--- src/rtl/i2c_req_arbiter.sv ---
// Round-robin arbiter that shares one byte-level I2C master engine among NUM_REQ requesters.
// Optional watchdog on the engine busy window: define I2C_ARB_TIMEOUT_EN.
//
// state       | meaning
// ------------+-----------------------------------------------------------
// S_IDLE      | no grant; pick next requester when engine is free
// S_LAUNCH    | grant and m_* latched, m_start high this cycle
// S_WAIT_BUSY | waiting for the engine to raise m_busy
// S_WAIT_DONE | engine running, waiting for m_busy to fall
// S_COMPLETE  | done pulse to granted requester, grant released on exit

module i2c_req_arbiter #(
    parameter int NUM_REQ        = 2,
    parameter int TIMEOUT_CYCLES = 65535
) (
    input  logic                 clk,
    input  logic                 rst,
    input  logic [NUM_REQ-1:0]   req,
    input  logic [7*NUM_REQ-1:0] req_addr,
    input  logic [NUM_REQ-1:0]   req_rw,
    input  logic [8*NUM_REQ-1:0] req_wdata,
    output logic [NUM_REQ-1:0]   gnt,
    output logic [NUM_REQ-1:0]   done,
    output logic [7:0]           rdata,
    output logic                 err,
    output logic                 m_start,
    output logic [6:0]           m_addr,
    output logic                 m_rw,
    output logic [7:0]           m_wdata,
    input  logic                 m_busy,
    input  logic [7:0]           m_rdata,
    input  logic                 m_nack
);

    localparam int                 SW        = (NUM_REQ > 1) ? $clog2(NUM_REQ) : 1;
    localparam logic [SW:0]        NUM_REQ_W = (SW+1)'(NUM_REQ);
    localparam logic [SW-1:0]      LAST_RST  = SW'(NUM_REQ - 1);
    localparam logic [NUM_REQ-1:0] ONE_HOT0  = {{(NUM_REQ-1){1'b0}}, 1'b1};

    typedef enum logic [2:0] {
        S_IDLE,
        S_LAUNCH,
        S_WAIT_BUSY,
        S_WAIT_DONE,
        S_COMPLETE
    } state_t;

    state_t r_state;
    state_t w_next;

    logic [SW-1:0]      r_sel;
    logic [SW-1:0]      r_last;
    logic [SW-1:0]      w_sel;
    logic               w_found;
    logic               w_launch;
    logic               w_finish;
    logic               w_tmo_fire;
    logic               w_tmo_hit;

    logic [NUM_REQ-1:0] r_gnt;
    logic [NUM_REQ-1:0] r_done;
    logic [7:0]         r_rdata;
    logic               r_err;
    logic               r_start;
    logic [6:0]         r_addr;
    logic               r_rw;
    logic [7:0]         r_wdata;

    logic [6:0]         w_addr_a  [NUM_REQ];
    logic [7:0]         w_wdata_a [NUM_REQ];

    genvar gi;
    generate
        for (gi = 0; gi < NUM_REQ; gi++) begin : g_slot
            assign w_addr_a[gi]  = req_addr[7*gi +: 7];
            assign w_wdata_a[gi] = req_wdata[8*gi +: 8];
        end
    endgenerate

    // Scan from last+1 so the most recently served slot is considered last.
    always_comb begin
        logic [SW:0] v_idx;
        w_found = 1'b0;
        w_sel   = '0;
        v_idx   = '0;
        for (int k = 1; k <= NUM_REQ; k++) begin
            v_idx = {1'b0, r_last} + (SW+1)'(k);
            if (v_idx >= NUM_REQ_W) begin
                v_idx = v_idx - NUM_REQ_W;
            end
            if (!w_found && req[v_idx[SW-1:0]]) begin
                w_found = 1'b1;
                w_sel   = v_idx[SW-1:0];
            end
        end
    end

`ifdef I2C_ARB_TIMEOUT_EN
    logic [15:0] r_tmo_cnt;
    logic [15:0] w_tmo_inc;

    assign w_tmo_inc = r_tmo_cnt + 16'd1;
    // Fires on the wait cycle that brings the count to TIMEOUT_CYCLES.
    assign w_tmo_hit = (w_tmo_inc == 16'(TIMEOUT_CYCLES));

    always_ff @(posedge clk) begin
        if (rst || r_state == S_LAUNCH) begin
            r_tmo_cnt <= '0;
        end else if (r_state == S_WAIT_BUSY || r_state == S_WAIT_DONE) begin
            r_tmo_cnt <= w_tmo_inc;
        end
    end
`else
    assign w_tmo_hit = 1'b0;
`endif

    always_comb begin
        w_next     = r_state;
        w_launch   = 1'b0;
        w_finish   = 1'b0;
        w_tmo_fire = 1'b0;
        case (r_state)
            S_IDLE: begin
                if (!m_busy && w_found) begin
                    w_launch = 1'b1;
                    w_next   = S_LAUNCH;
                end
            end
            S_LAUNCH: begin
                w_next = S_WAIT_BUSY;
            end
            S_WAIT_BUSY: begin
                if (w_tmo_hit) begin
                    w_tmo_fire = 1'b1;
                    w_next     = S_COMPLETE;
                end else if (m_busy) begin
                    w_next = S_WAIT_DONE;
                end
            end
            S_WAIT_DONE: begin
                // A real completion wins over a watchdog expiring the same cycle.
                if (!m_busy) begin
                    w_finish = 1'b1;
                    w_next   = S_COMPLETE;
                end else if (w_tmo_hit) begin
                    w_tmo_fire = 1'b1;
                    w_next     = S_COMPLETE;
                end
            end
            S_COMPLETE: begin
                w_next = S_IDLE;
            end
            default: begin
                w_next = S_IDLE;
            end
        endcase
    end

    always_ff @(posedge clk) begin
        if (rst) begin
            r_state <= S_IDLE;
        end else begin
            r_state <= w_next;
        end
    end

    always_ff @(posedge clk) begin
        if (rst) begin
            r_sel   <= '0;
            r_last  <= LAST_RST;
            r_gnt   <= '0;
            r_done  <= '0;
            r_rdata <= '0;
            r_err   <= 1'b0;
            r_start <= 1'b0;
            r_addr  <= '0;
            r_rw    <= 1'b0;
            r_wdata <= '0;
        end else begin
            r_start <= w_launch;

            if (w_launch) begin
                r_sel   <= w_sel;
                r_gnt   <= ONE_HOT0 << w_sel;
                r_addr  <= w_addr_a[w_sel];
                r_rw    <= req_rw[w_sel];
                r_wdata <= w_wdata_a[w_sel];
            end else if (r_state == S_COMPLETE) begin
                r_gnt  <= '0;
                r_last <= r_sel;
            end

            if (w_finish) begin
                r_done  <= ONE_HOT0 << r_sel;
                r_rdata <= r_rw ? m_rdata : 8'h00;
                r_err   <= m_nack;
            end else if (w_tmo_fire) begin
                r_done  <= ONE_HOT0 << r_sel;
                r_rdata <= 8'h00;
                r_err   <= 1'b1;
            end else begin
                r_done <= '0;
            end
        end
    end

    assign gnt     = r_gnt;
    assign done    = r_done;
    assign rdata   = r_rdata;
    assign err     = r_err;
    assign m_start = r_start;
    assign m_addr  = r_addr;
    assign m_rw    = r_rw;
    assign m_wdata = r_wdata;

endmodule

--- config.mk ---
export PLATFORM = sky130hd
export DESIGN_NAME = i2c_req_arbiter
export DESIGN_NICKNAME = d
export VERILOG_FILES = /design/src/rtl/i2c_req_arbiter.sv
export SDC_FILE = /design/constraint.sdc
export NUM_CORES = 1
export LEC_CHECK = 0
export ABC_AREA = 1
export BUFFER_PORTS_ARGS = -buffer_cell sky130_fd_sc_hd__buf_2
export CAP_MARGIN = 20
export CORE_ASPECT_RATIO = 1.1
export CORE_MARGIN = 3
export CORE_UTILIZATION = 43
export DETAILED_ROUTE_END_ITERATION = 12
export PLACE_DENSITY = 0.75
export REMOVE_ABC_BUFFERS = 1
export SLEW_MARGIN = 0
export SYNTH_ARGS = -nofsm -noshare
export SYNTH_HDL_FRONTEND = slang
export SYNTH_SLANG_ARGS = --single-unit
--- constraint.sdc ---
create_clock -name clk -period 1.9 [get_ports clk]
set_input_delay 0.095 -clock clk [delete_from_list [all_inputs] [get_ports clk]]
set_output_delay 0.095 -clock clk [all_outputs]
set_load 0.01 [all_outputs]
==> results.json <==
{
  "outcome": "finished, final reports clean",
  "finish.instance_area_um2": 1997,
  "dr.pass1.iters": 4,
  "setup.worst_path.start_class": "flip-flop",
  "vias": 1599,
  "clk_pin_slew_ps": 90,
  "crit_path_max_fanout": 20,
  "highest_delay_cell_along_the_critical_path": "sky130_fd_sc_hd__dfxtp_1",
  "drt.antenna.violating_nets": 0,
  "floorplan.die.height_um": 69.15,
  "route.final.wire_length_mm": 3.895,
  "die-width_um": 63.41,
  "overflow": 0,
  "tightestPinTransition_ps": 643.2,
  "clock_sink_count": 35,
  "hold_class": "in2reg",
  "io-pin-count": 76,
  "timing_hold_violations_final": 0,
  "drt-vias-per-instance": 4.745,
  "grt_max_degree": 23,
  "start_util_pct": 45.67,
  "worstPathRequired_ps": 2160,
  "synth_cell_type_count": 21,
  "layout_worst_path_cycle_share_pct": 79.42,
  "area_delta_synth_final_pct": 28.09,
  "holdWs_ps": 17.05,
  "synthesis.instances": 216,
  "synth_top_cells_by_area": "sky130_fd_sc_hd__dfxtp_1, sky130_fd_sc_hd__nand2_1, sky130_fd_sc_hd__nand3_1",
  "placement.io_buffers": 75,
  "synth_area_per_cell_um2": 7.218,
  "placed_area_um2": 1928,
  "finalSetupViolCount": 0,
  "layout-drive-gt1-share_pct": 35.29,
  "worst_r2r_path_depth": 6,
  "dpl_worst_slack_ps": 418.8,
  "placementRows": 22,
  "worst_clock_skew_ps": 5.768,
  "remaining_drc_errors": 0,
  "timing_max_transition_violations_final": 0,
  "yosysTopAreaCell": "sky130_fd_sc_hd__dfxtp_1",
  "track_usage_pct": 18.35,
  "post_cts_buffers": 0,
  "grt_setup_unrepaired": "no",
  "cts_repair_resize_count": 0,
  "global_route_wire_length_before_repair_mm": 6.472,
  "pwr_density_cell_nw_per_um2": 797.0,
  "r2r_setup_slack_ps": 390,
  "ys.warnings.count": 0,
  "cp-end-kind": "flip-flop",
  "critPathKind": "reg2reg",
  "core_region_area_um2": 3413,
  "crit_path_max_incr_delay_ps": 480,
  "grt_pass1_vias": 1466,
  "tns_setup_ps": 0,
  "ctsRootBufferMaster": "sky130_fd_sc_hd__clkbuf_4",
  "cpMostUsedCell": "sky130_fd_sc_hd__nand2_1",
  "fill_cells": 365,
  "routed_length_per_placed_instance_um": 11.56,
  "clock_tree_from_tritoncts": "built",
  "postSynthRegisterBits": 35,
  "final_period_minus_worst_setup_slack_ps": 1509,
  "leakage_power_total_nw": 1.003,
  "power.ir.vdd_worst_mv": 0.4116,
  "drv.max_cap_violation_count": 0,
  "antenna-diode-count": 0,
  "fin_nets": 334,
  "grt_antenna_before_repair": 0,
  "slew_headroom_pct": 57.01,
  "worstHoldPathCells": 3,
  "sum_of_net_half_perimeters_after_detailed_placement_mm": 2.822,
  "worstPathArrival_ps": 1770,
  "cts_max_level": 2,
  "clock_latency_ps": 330,
  "ctsLongestPathBuffers": 2,
  "synth.cell_area_um2": 1559,
  "crit_path_cell_trace": "inv_2, nand2_1, nor2_1, nand2_1, nand3_1, a21oi_1",
  "yosysSeqAreaShare_pct": 44.94,
  "design.die.area_um2": 4385,
  "count_of_hold_buffers_inserted_by_post_cts_repair": 0,
  "detail_route.iter0.violations": 94,
  "timing.fmax_mhz": 662.7,
  "cts_buffers": 5,
  "place.gp.congestion": 0.8017,
  "yosys.area.top_type_share_pct": 44.94,
  "final.setup.worst_slack_ps": 390.9
}
-- synth_stat cells, drive strengths merged --
| library cell | count |
|---|---|
| nand2 | 85 |
| dfxtp | 35 |
| nand3 | 32 |
| a21oi | 21 |
| nor2 | 11 |
| o21ai | 10 |
| buf | 9 |
| inv | 8 |
| clkbuf | 3 |
| nand3b | 1 |
| o211ai | 1 |
-- worst max-delay path, delay by kind of cell (launching register included) --
kind,cells,cell delay (ps)
AO/OA/AOI/OAI,1,150
buffers and inverters,1,70
flip-flops,1,480
AND/OR/NAND/NOR,4,750
-- layer usage --
metal	global-route usage (%)	vias up	wire length [µm]
met3	4.397	9	186
li1	-	839	-
met5	0	-	0
met2	31.21	37	1992
met4	8.393	0	84
met1	21.53	714	1631
-- cells in the final DEF, fill, tap and decap left out, types with 2 or more instances in the layout --
cell type                  Yosys  layout
sky130_fd_sc_hd__nand3_1      31      31
sky130_fd_sc_hd__o21ai_1       2       2
sky130_fd_sc_hd__o21ai_2       7       7
sky130_fd_sc_hd__nand2_1      83      83
sky130_fd_sc_hd__dfxtp_1      35      35
sky130_fd_sc_hd__nand2_2       2       2
sky130_fd_sc_hd__buf_2         2      75
sky130_fd_sc_hd__clkbuf_8      0       2
sky130_fd_sc_hd__buf_4         3       2
sky130_fd_sc_hd__nor2_1        7       7
sky130_fd_sc_hd__clkbuf_4      0       5
sky130_fd_sc_hd__inv_2         4       4
sky130_fd_sc_hd__nor2_4        2       2
sky130_fd_sc_hd__a21oi_1      21      21
sky130_fd_sc_hd__nor2_2        2       2
sky130_fd_sc_hd__inv_1         4       4
-- registers in the layout, indices dropped and copies added (netlist names) --
name     flops
gnt          2
m_wdata      8
rdata        8
err          1
m_addr       7
r_last       1
m_start      1
r_sel        1
done         2
m_rw         1
r_state      3
-- stage by stage --
step	util, %	power (mW)	cells
final	58.50	1.592	337
after global routing	58.50	1.687	337
after CTS	58.50	1.609	337
after detailed placement	56.49	1.165	329
after global placement	56.49	1.157	329
after floorplan	-	1.021	204
-- cell families after synthesis --
kind of cell	after synthesis	share of synthesized area [%]
buffers and inverters	20	7.142
AO/OA/AOI/OAI	32	12.12
flip-flops	35	44.94
AND/OR/NAND/NOR	129	35.79
-- area by class of cell --
cell class	instances	area, µm²	area share (%)
multi-input combinational	161	747.0	37.41
sequential	35	700.7	35.09
timing repair buffer	77	390.4	19.55
inverter	8	30.03	1.504
tap	48	60.06	3.008
clock buffer	8	68.82	3.446
-- report_power, final --
part / total (mW) / leakage [nW] / internal (mW) / switching, mW
registers: 0.816 / 0.285 / 0.782 / 0.0341
logic: 0.330 / 0.680 / 0.128 / 0.201
clock network: 0.446 / 0.0386 / 0.218 / 0.229
-- path summary, 6_finish.rpt --
path	start	to
max reg2reg	r_state[0]	gnt[1]
max	r_state[0]	gnt[1]
min reg2reg	m_wdata[0]	m_wdata[0]
min	m_nack	err
(Power assumes the default switching activity.)
